--- config.mk ---
export PLATFORM = sky130hd
export DESIGN_NAME = des_key_schedule
export DESIGN_NICKNAME = d
export VERILOG_FILES = /design/src/rtl/des_key_schedule.sv
export SDC_FILE = /design/constraint.sdc
export NUM_CORES = 1
export LEC_CHECK = 0
export ABC_AREA = 1
export CORE_AREA = 3 3 116 118
export DETAILED_ROUTE_END_ITERATION = 8
export DIE_AREA = 0 0 119 121
export PLACE_DENSITY = 0.69
export SYNTH_ARGS = -nofsm -noshare
export SYNTH_HDL_FRONTEND = slang
export SYNTH_SLANG_ARGS = --single-unit
export TNS_END_PERCENT = 30
--- constraint.sdc ---
create_clock -name i_clk -period 2.1 [get_ports i_clk]
set_input_delay 0.63 -clock i_clk [delete_from_list [all_inputs] [get_ports i_clk]]
set_output_delay 0.63 -clock i_clk [all_outputs]
set_load 0.02 [all_outputs]
--- src/rtl/des_key_schedule.sv ---
// -----------------------------------------------------------------------------
// des_key_schedule
//
// Produces the sixteen 48-bit DES round keys from a 64-bit key, one per
// accepted valid/ready transfer. Only the 28-bit C/D halves are stored; each
// accepted key rotates them into the next round's value, so there is no
// round-key RAM. Encrypt order is K1..K16, decrypt order is K16..K1.
//
// Ports
//   i_clk, i_rst_n   clock, asynchronous active-low reset
//   i_load           start a schedule (only honoured while o_busy=0)
//   i_key[63:0]      DES key, bit 63 = FIPS bit 1 (parity bits dropped by PC-1)
//   i_decrypt        sampled with i_load; 1 = emit K16..K1
//   i_abort          synchronous return to IDLE, highest priority
//   o_busy           schedule in progress
//   o_rk_valid       o_round_key is valid
//   i_rk_ready       consumer accepts the current key
//   o_round_key[47:0] current round key, bit 47 = FIPS bit 1
//   o_round[3:0]     position of the current key in emission order
//   o_done           one-cycle pulse after the 16th key is accepted
//   o_parity_err     key parity flag
//
// Optional build macro: DES_KS_PARITY_CHECK_EN
//   defined   -> o_parity_err flags any key byte with even parity (advisory)
//   undefined -> o_parity_err is tied low, no parity logic
// -----------------------------------------------------------------------------
module des_key_schedule (
  input  logic        i_clk,
  input  logic        i_rst_n,
  input  logic        i_load,
  input  logic [63:0] i_key,
  input  logic        i_decrypt,
  input  logic        i_abort,
  output logic        o_busy,
  output logic        o_rk_valid,
  input  logic        i_rk_ready,
  output logic [47:0] o_round_key,
  output logic [3:0]  o_round,
  output logic        o_done,
  output logic        o_parity_err
);

  localparam int PC1_TBL [56] = '{
    57, 49, 41, 33, 25, 17,  9,  1, 58, 50, 42, 34, 26, 18,
    10,  2, 59, 51, 43, 35, 27, 19, 11,  3, 60, 52, 44, 36,
    63, 55, 47, 39, 31, 23, 15,  7, 62, 54, 46, 38, 30, 22,
    14,  6, 61, 53, 45, 37, 29, 21, 13,  5, 28, 20, 12,  4
  };

  localparam int PC2_TBL [48] = '{
    14, 17, 11, 24,  1,  5,  3, 28, 15,  6, 21, 10,
    23, 19, 12,  4, 26,  8, 16,  7, 27, 20, 13,  2,
    41, 52, 31, 37, 47, 55, 30, 40, 51, 45, 33, 48,
    44, 49, 39, 56, 34, 53, 46, 42, 50, 36, 29, 32
  };

  typedef enum logic {IDLE, ISSUE} state_t;

  state_t      state, state_nxt;
  logic [27:0] c_q, d_q;
  logic        dir_q;
  logic [3:0]  round_q;
  logic        done_q;
  logic        rk_xfer;
  logic        load_acc;
  logic        enc_two, dec_two;
  logic [55:0] pc1_key;

  // Table positions are 1-based FIPS bit numbers counted from the MSB.
  function automatic logic [55:0] pc1(input logic [63:0] key);
    logic [55:0] r;
    r = '0;
    for (int i = 0; i < 56; i++)
      r[6'(55 - i)] = key[6'(64 - PC1_TBL[i])];
    return r;
  endfunction

  function automatic logic [47:0] pc2(input logic [55:0] cd);
    logic [47:0] r;
    r = '0;
    for (int i = 0; i < 48; i++)
      r[6'(47 - i)] = cd[6'(56 - PC2_TBL[i])];
    return r;
  endfunction

  // Schedule step idx (1..16) rotates by one for steps 1, 2, 9 and 16, else by two.
  function automatic logic shift_is_two(input logic [4:0] idx);
    return !(idx == 5'd1 || idx == 5'd2 || idx == 5'd9 || idx == 5'd16);
  endfunction

  function automatic logic [27:0] rotl(input logic [27:0] x, input logic two);
    return two ? {x[25:0], x[27:26]} : {x[26:0], x[27]};
  endfunction

  function automatic logic [27:0] rotr(input logic [27:0] x, input logic two);
    return two ? {x[1:0], x[27:2]} : {x[0], x[27:1]};
  endfunction

  assign rk_xfer  = (state == ISSUE) && i_rk_ready;
  assign load_acc = (state == IDLE) && i_load && !i_abort;
  assign pc1_key  = pc1(i_key);

  // Emitting key r: encrypt moves on to K(r+2), decrypt steps back from K(16-r).
  assign enc_two = shift_is_two(5'({1'b0, round_q}) + 5'd2);
  assign dec_two = shift_is_two(5'd16 - 5'({1'b0, round_q}));

  always_ff @(posedge i_clk or negedge i_rst_n) begin
    if (!i_rst_n) state <= IDLE;
    else          state <= state_nxt;
  end

  always_comb begin
    state_nxt = state;
    case (state)
      IDLE:  if (i_load) state_nxt = ISSUE;
      ISSUE: if (rk_xfer && round_q == 4'd15) state_nxt = IDLE;
    endcase
    if (i_abort) state_nxt = IDLE;
  end

  always_ff @(posedge i_clk or negedge i_rst_n) begin
    if (!i_rst_n) begin
      c_q     <= '0;
      d_q     <= '0;
      dir_q   <= 1'b0;
      round_q <= '0;
      done_q  <= 1'b0;
    end else begin
      done_q <= !i_abort && rk_xfer && (round_q == 4'd15);
      if (i_abort) begin
        round_q <= '0;
      end else if (load_acc) begin
        // C0D0 already equals C16D16, so decrypt starts unrotated.
        if (i_decrypt) begin
          c_q <= pc1_key[55:28];
          d_q <= pc1_key[27:0];
        end else begin
          c_q <= rotl(pc1_key[55:28], 1'b0);
          d_q <= rotl(pc1_key[27:0], 1'b0);
        end
        dir_q   <= i_decrypt;
        round_q <= '0;
      end else if (rk_xfer) begin
        if (round_q != 4'd15) begin
          round_q <= round_q + 4'd1;
          if (dir_q) begin
            c_q <= rotr(c_q, dec_two);
            d_q <= rotr(d_q, dec_two);
          end else begin
            c_q <= rotl(c_q, enc_two);
            d_q <= rotl(d_q, enc_two);
          end
        end else begin
          round_q <= '0;
        end
      end
    end
  end

  assign o_busy      = (state == ISSUE);
  assign o_rk_valid  = (state == ISSUE);
  assign o_round_key = pc2({c_q, d_q});
  assign o_round     = round_q;
  assign o_done      = done_q;

`ifdef DES_KS_PARITY_CHECK_EN
  logic par_err_q;
  logic key_par_bad;

  // Every byte must carry odd parity; an even byte reduces to 0.
  assign key_par_bad = ~&{^i_key[63:56], ^i_key[55:48], ^i_key[47:40], ^i_key[39:32],
                          ^i_key[31:24], ^i_key[23:16], ^i_key[15:8],  ^i_key[7:0]};

  always_ff @(posedge i_clk or negedge i_rst_n) begin
    if (!i_rst_n)      par_err_q <= 1'b0;
    else if (i_abort)  par_err_q <= 1'b0;
    else if (load_acc) par_err_q <= key_par_bad;
  end

  assign o_parity_err = par_err_q;
`else
  assign o_parity_err = 1'b0;
`endif

endmodule

==> impl_metrics.py <==
metrics = {
    "timing": {
        "slew_viol_final": 0,
        "finalHoldViolCount": 0,
        "clock_skew_ns": 0.003279,
        "finalCriticalPeriod_ns": 2.048,
        "fmax_ghz": 0.4883,
        "tns_ns": 0,
        "timing.final.crit_share_pct": 97.52,
        "finalSetupViolCount": 0,
    },
    "clocking": {
        "ctsLongestPathBuffers": 2,
        "clock-sinks": 63,
        "worst_skew_pair_latency_ns": 0.33,
        "cts_tree": "done",
        "root_buffer": "sky130_fd_sc_hd__clkbuf_16",
        "cts_bufs_inserted": 9,
        "cts.htree.levels": 3,
        "cts.clk_slew.worst_paths_ns": 0.06,
    },
    "power_and_ir_drop": {
        "clkPwrFrac_pct": 20.1,
        "internal_power_mw": 4.408,
        "p_sw_share_pct": 46.51,
        "power.density_cell_area_nw_per_um2": 1328,
        "comb_power_share_pct": 56.2,
        "cellLeakagePower_nw": 3.080,
        "sequentialPowerShare_pct": 23.7,
        "p_sw_mw": 3.833,
        "irDropWorstVdd_mv": 0.7560,
    },
    "yosys": {
        "syn-instance-count": 803,
        "synth_cell_type_count": 28,
        "synth.top_cells.by_area": "sky130_fd_sc_hd__dfrtp_1 30%, sky130_fd_sc_hd__nand2_1 19%, sky130_fd_sc_hd__nand3_1 14%",
        "synth.largest_area_cell": "sky130_fd_sc_hd__dfrtp_1",
        "seq_area_frac_synth_pct": 30.06,
        "synthesis.area_um2": 5244,
        "synth.ff_latch_count": 63,
        "ys.warnings.count": 0,
        "syn_avg_cell_area_um2": 6.530,
        "yosysTopAreaCellShare_pct": 30.06,
    },
    "floorplanning": {
        "height_of_the_chip_um": 121,
        "io_pins": 126,
        "initial_utilization_pct": 41.72,
        "coreArea_um2": 12570,
        "rows": 41,
        "design.die.area_um2": 14400,
        "die_width_um": 119,
    },
    "setup_path": {
        "largest_stage_delay_on_the_critical_path_ns": 0.64,
        "critical_path.startpoint": "d_q[4]",
        "cp.arrival_ns": 1.42,
        "crit_slowest_cell": "sky130_fd_sc_hd__clkdlybuf4s50_1",
        "timing.reg2reg.setup_slack_ns": 0.16,
        "worst_r2r_startpoint": "o_round[2]",
        "worstSetupEndpointType": "primary output",
        "critPathMaxFanout": 6,
        "timing.critical_path.required_ns": 1.47,
        "worst-setup-path-type": "reg2out",
        "worst_setup_path_start_kind": "flop",
        "regToRegEndpoint": "d_q[25]",
        "cp_cell_sequence": "clkdlybuf4s50_1",
        "crit_buf_inv": 1,
        "reg2regPathDepth": 13,
        "cpLargestDelayFamily": "buffers and inverters",
    },
    "route": {
        "first_iter_violations": 600,
        "wl_per_cell_um": 14.42,
        "drt_first_pass_iters": 7,
        "vias": 5332,
        "ant_nets": 0,
        "vias_per_inst": 5.258,
        "drt-total-wl_um": 14620,
        "drc": 0,
    },
    "min_path": {
        "hold_path.class": "in2async",
    },
    "final_layout": {
        "n_antenna_cell": 0,
        "fraction_of_final_layout_cells_sized_beyond_drive_strength_1_pct": 10.81,
        "number_of_nets_in_the_layout": 914,
        "most-common-layout-cells": "268 x sky130_fd_sc_hd__nand2_1, 149 x sky130_fd_sc_hd__nand3_1, 63 x sky130_fd_sc_hd__inv_1, 61 x sky130_fd_sc_hd__dfrtp_1, 50 x sky130_fd_sc_hd__clkdlybuf4s50_1",
        "layout.cells.most_common": "sky130_fd_sc_hd__nand2_1",
        "area_growth_syn_to_layout_pct": 18.35,
        "final_core_utilization_pct": 49.38,
        "fill_cells": 1279,
    },
    "global_route": {
        "global_route_wire_length_before_repair_um": 23830,
        "groute.usage.overall_pct": 19.97,
        "pin_count_of_the_biggest_net_entering_global_routing": 37,
        "number_of_global_route_vias_before_repair": 4704,
        "gr-total-overflow": 0,
        "antenna_found_initial": 0,
    },
    "run_status": {
        "outcome": "complete, no violations",
    },
    "placement": {
        "io_buffers": 54,
        "routabilityCongestion": 0.8510,
        "hpwlAfterDp_um": 9550,
    },
    "run": {
        "maxcap_viol_count": 0,
    },
}
[how the worst max path moves through the flow]
| stage | cells past startpoint | end | slack (ns) |
|---|---|---|---|
| 2_1_floorplan | 10 | c_q[27] | 0.09 |
| 3_3_place_gp | 8 | d_q[20] | 0.04 |
| 3_5_place_dp | 11 | d_q[9] | 0.02 |
| 4_1_cts | 12 | d_q[15] | 0.04 |
| 5_1_grt | 13 | d_q[2] | -0.005 |
| 6_report | 1 | o_round_key[22] | 0.05 |
[power by group through the flow]
stage               clock, mW  sequential (mW)  combinational, mW
finish                   1.66             1.95               4.63
global route             1.74             2.00               5.10
CTS                      1.68             1.95               4.40
detailed placement          0             1.96               4.37
global placement            0             1.97               4.33
floorplan                   0             1.84               3.52
[synth_stat cells]
library cell                instances
sky130_fd_sc_hd__ha_1               7
sky130_fd_sc_hd__nor2_1            23
sky130_fd_sc_hd__a21oi_1           35
sky130_fd_sc_hd__a21boi_0           1
sky130_fd_sc_hd__nand3_4            2
sky130_fd_sc_hd__nand4_1           23
sky130_fd_sc_hd__nand2_2            2
sky130_fd_sc_hd__o21ai_0           18
sky130_fd_sc_hd__buf_2             17
sky130_fd_sc_hd__nand2_4            1
sky130_fd_sc_hd__clkbuf_1          24
sky130_fd_sc_hd__a22oi_1           12
sky130_fd_sc_hd__dfrtp_1           63
sky130_fd_sc_hd__buf_1              1
sky130_fd_sc_hd__clkinv_1           2
sky130_fd_sc_hd__nand3_1          149
sky130_fd_sc_hd__nand2_1          269
sky130_fd_sc_hd__inv_2              3
sky130_fd_sc_hd__o21ai_1            5
sky130_fd_sc_hd__o211ai_1           5
sky130_fd_sc_hd__buf_4             52
sky130_fd_sc_hd__conb_1             1
sky130_fd_sc_hd__nand3_2            2
sky130_fd_sc_hd__inv_1             64
sky130_fd_sc_hd__o2111ai_1          1
sky130_fd_sc_hd__o31ai_1            1
sky130_fd_sc_hd__o211ai_2          13
sky130_fd_sc_hd__buf_6              7
[cell type report]
cell class / instances / area [um^2] / area share (%)
clock buffers: 13 / 260.3 / 4.194
clock inverters: 3 / 65.06 / 1.048
inverters: 69 / 261.5 / 4.214
multi-input cells: 593 / 2858 / 46.05
flip-flops and latches: 63 / 1579 / 25.44
well taps: 172 / 215.2 / 3.468
repair buffers: 101 / 967.2 / 15.58
[logic make-up (layout without fill, tap and decap cells)]
group	count (synthesis)	after routing	share of synthesized area, %
other cells	1	23	0.07151
simple gates	471	472	39.37
buf+inv	170	186	17.30
flops	63	63	30.06
compound gates	91	91	11.53
fa+ha+maj	7	7	1.670
[flip-flops by register name, summed over array words and instances (netlist names)]
name	cells
o_done	1
o_busy	1
d_q	28
o_round	4
c_q	28
dir_q	1
[per-layer routing]
| layer | vias up | GRT usage, % | part of all wire (%) |
|---|---|---|---|
| met2 | 266 | 29.81 | 45 |
| li1 | 2629 | - | - |
| met1 | 2419 | 29.47 | 46 |
| met3 | 18 | 4.755 | 8.2 |
| met5 | - | 0 | 0 |
| met4 | 0 | 3.910 | 0.90 |
[what timing repair did]
action                     CTS  global route
pin swaps                    0             1
gates resized for setup      2            11
setup endpoints to repair    2            57
cloned                       0             2
hold buffers                 0             0
setup buffers                0             1
[metrics by stage]
| stage | power (mW) | instances | cell area, um^2 | setup slack (ns) | hold WS, ns |
|---|---|---|---|---|---|
| 2_1_floorplan | 5.355 | 825 | 5326 | 0.09049 | 0.3344 |
| 3_3_place_gp | 6.300 | 995 | 5818 | 0.04392 | 0.5054 |
| 3_5_place_dp | 6.329 | 995 | 5818 | 0.02496 | 0.5149 |
| 4_1_cts | 8.026 | 1011 | 6141 | 0.04372 | 0.1637 |
| 5_1_grt | 8.847 | 1014 | 6206 | -0.004947 | 0.1697 |
| 6_report | 8.241 | 1014 | 6206 | 0.05215 | 0.1664 |
Power figures use the tool's default switching activity.
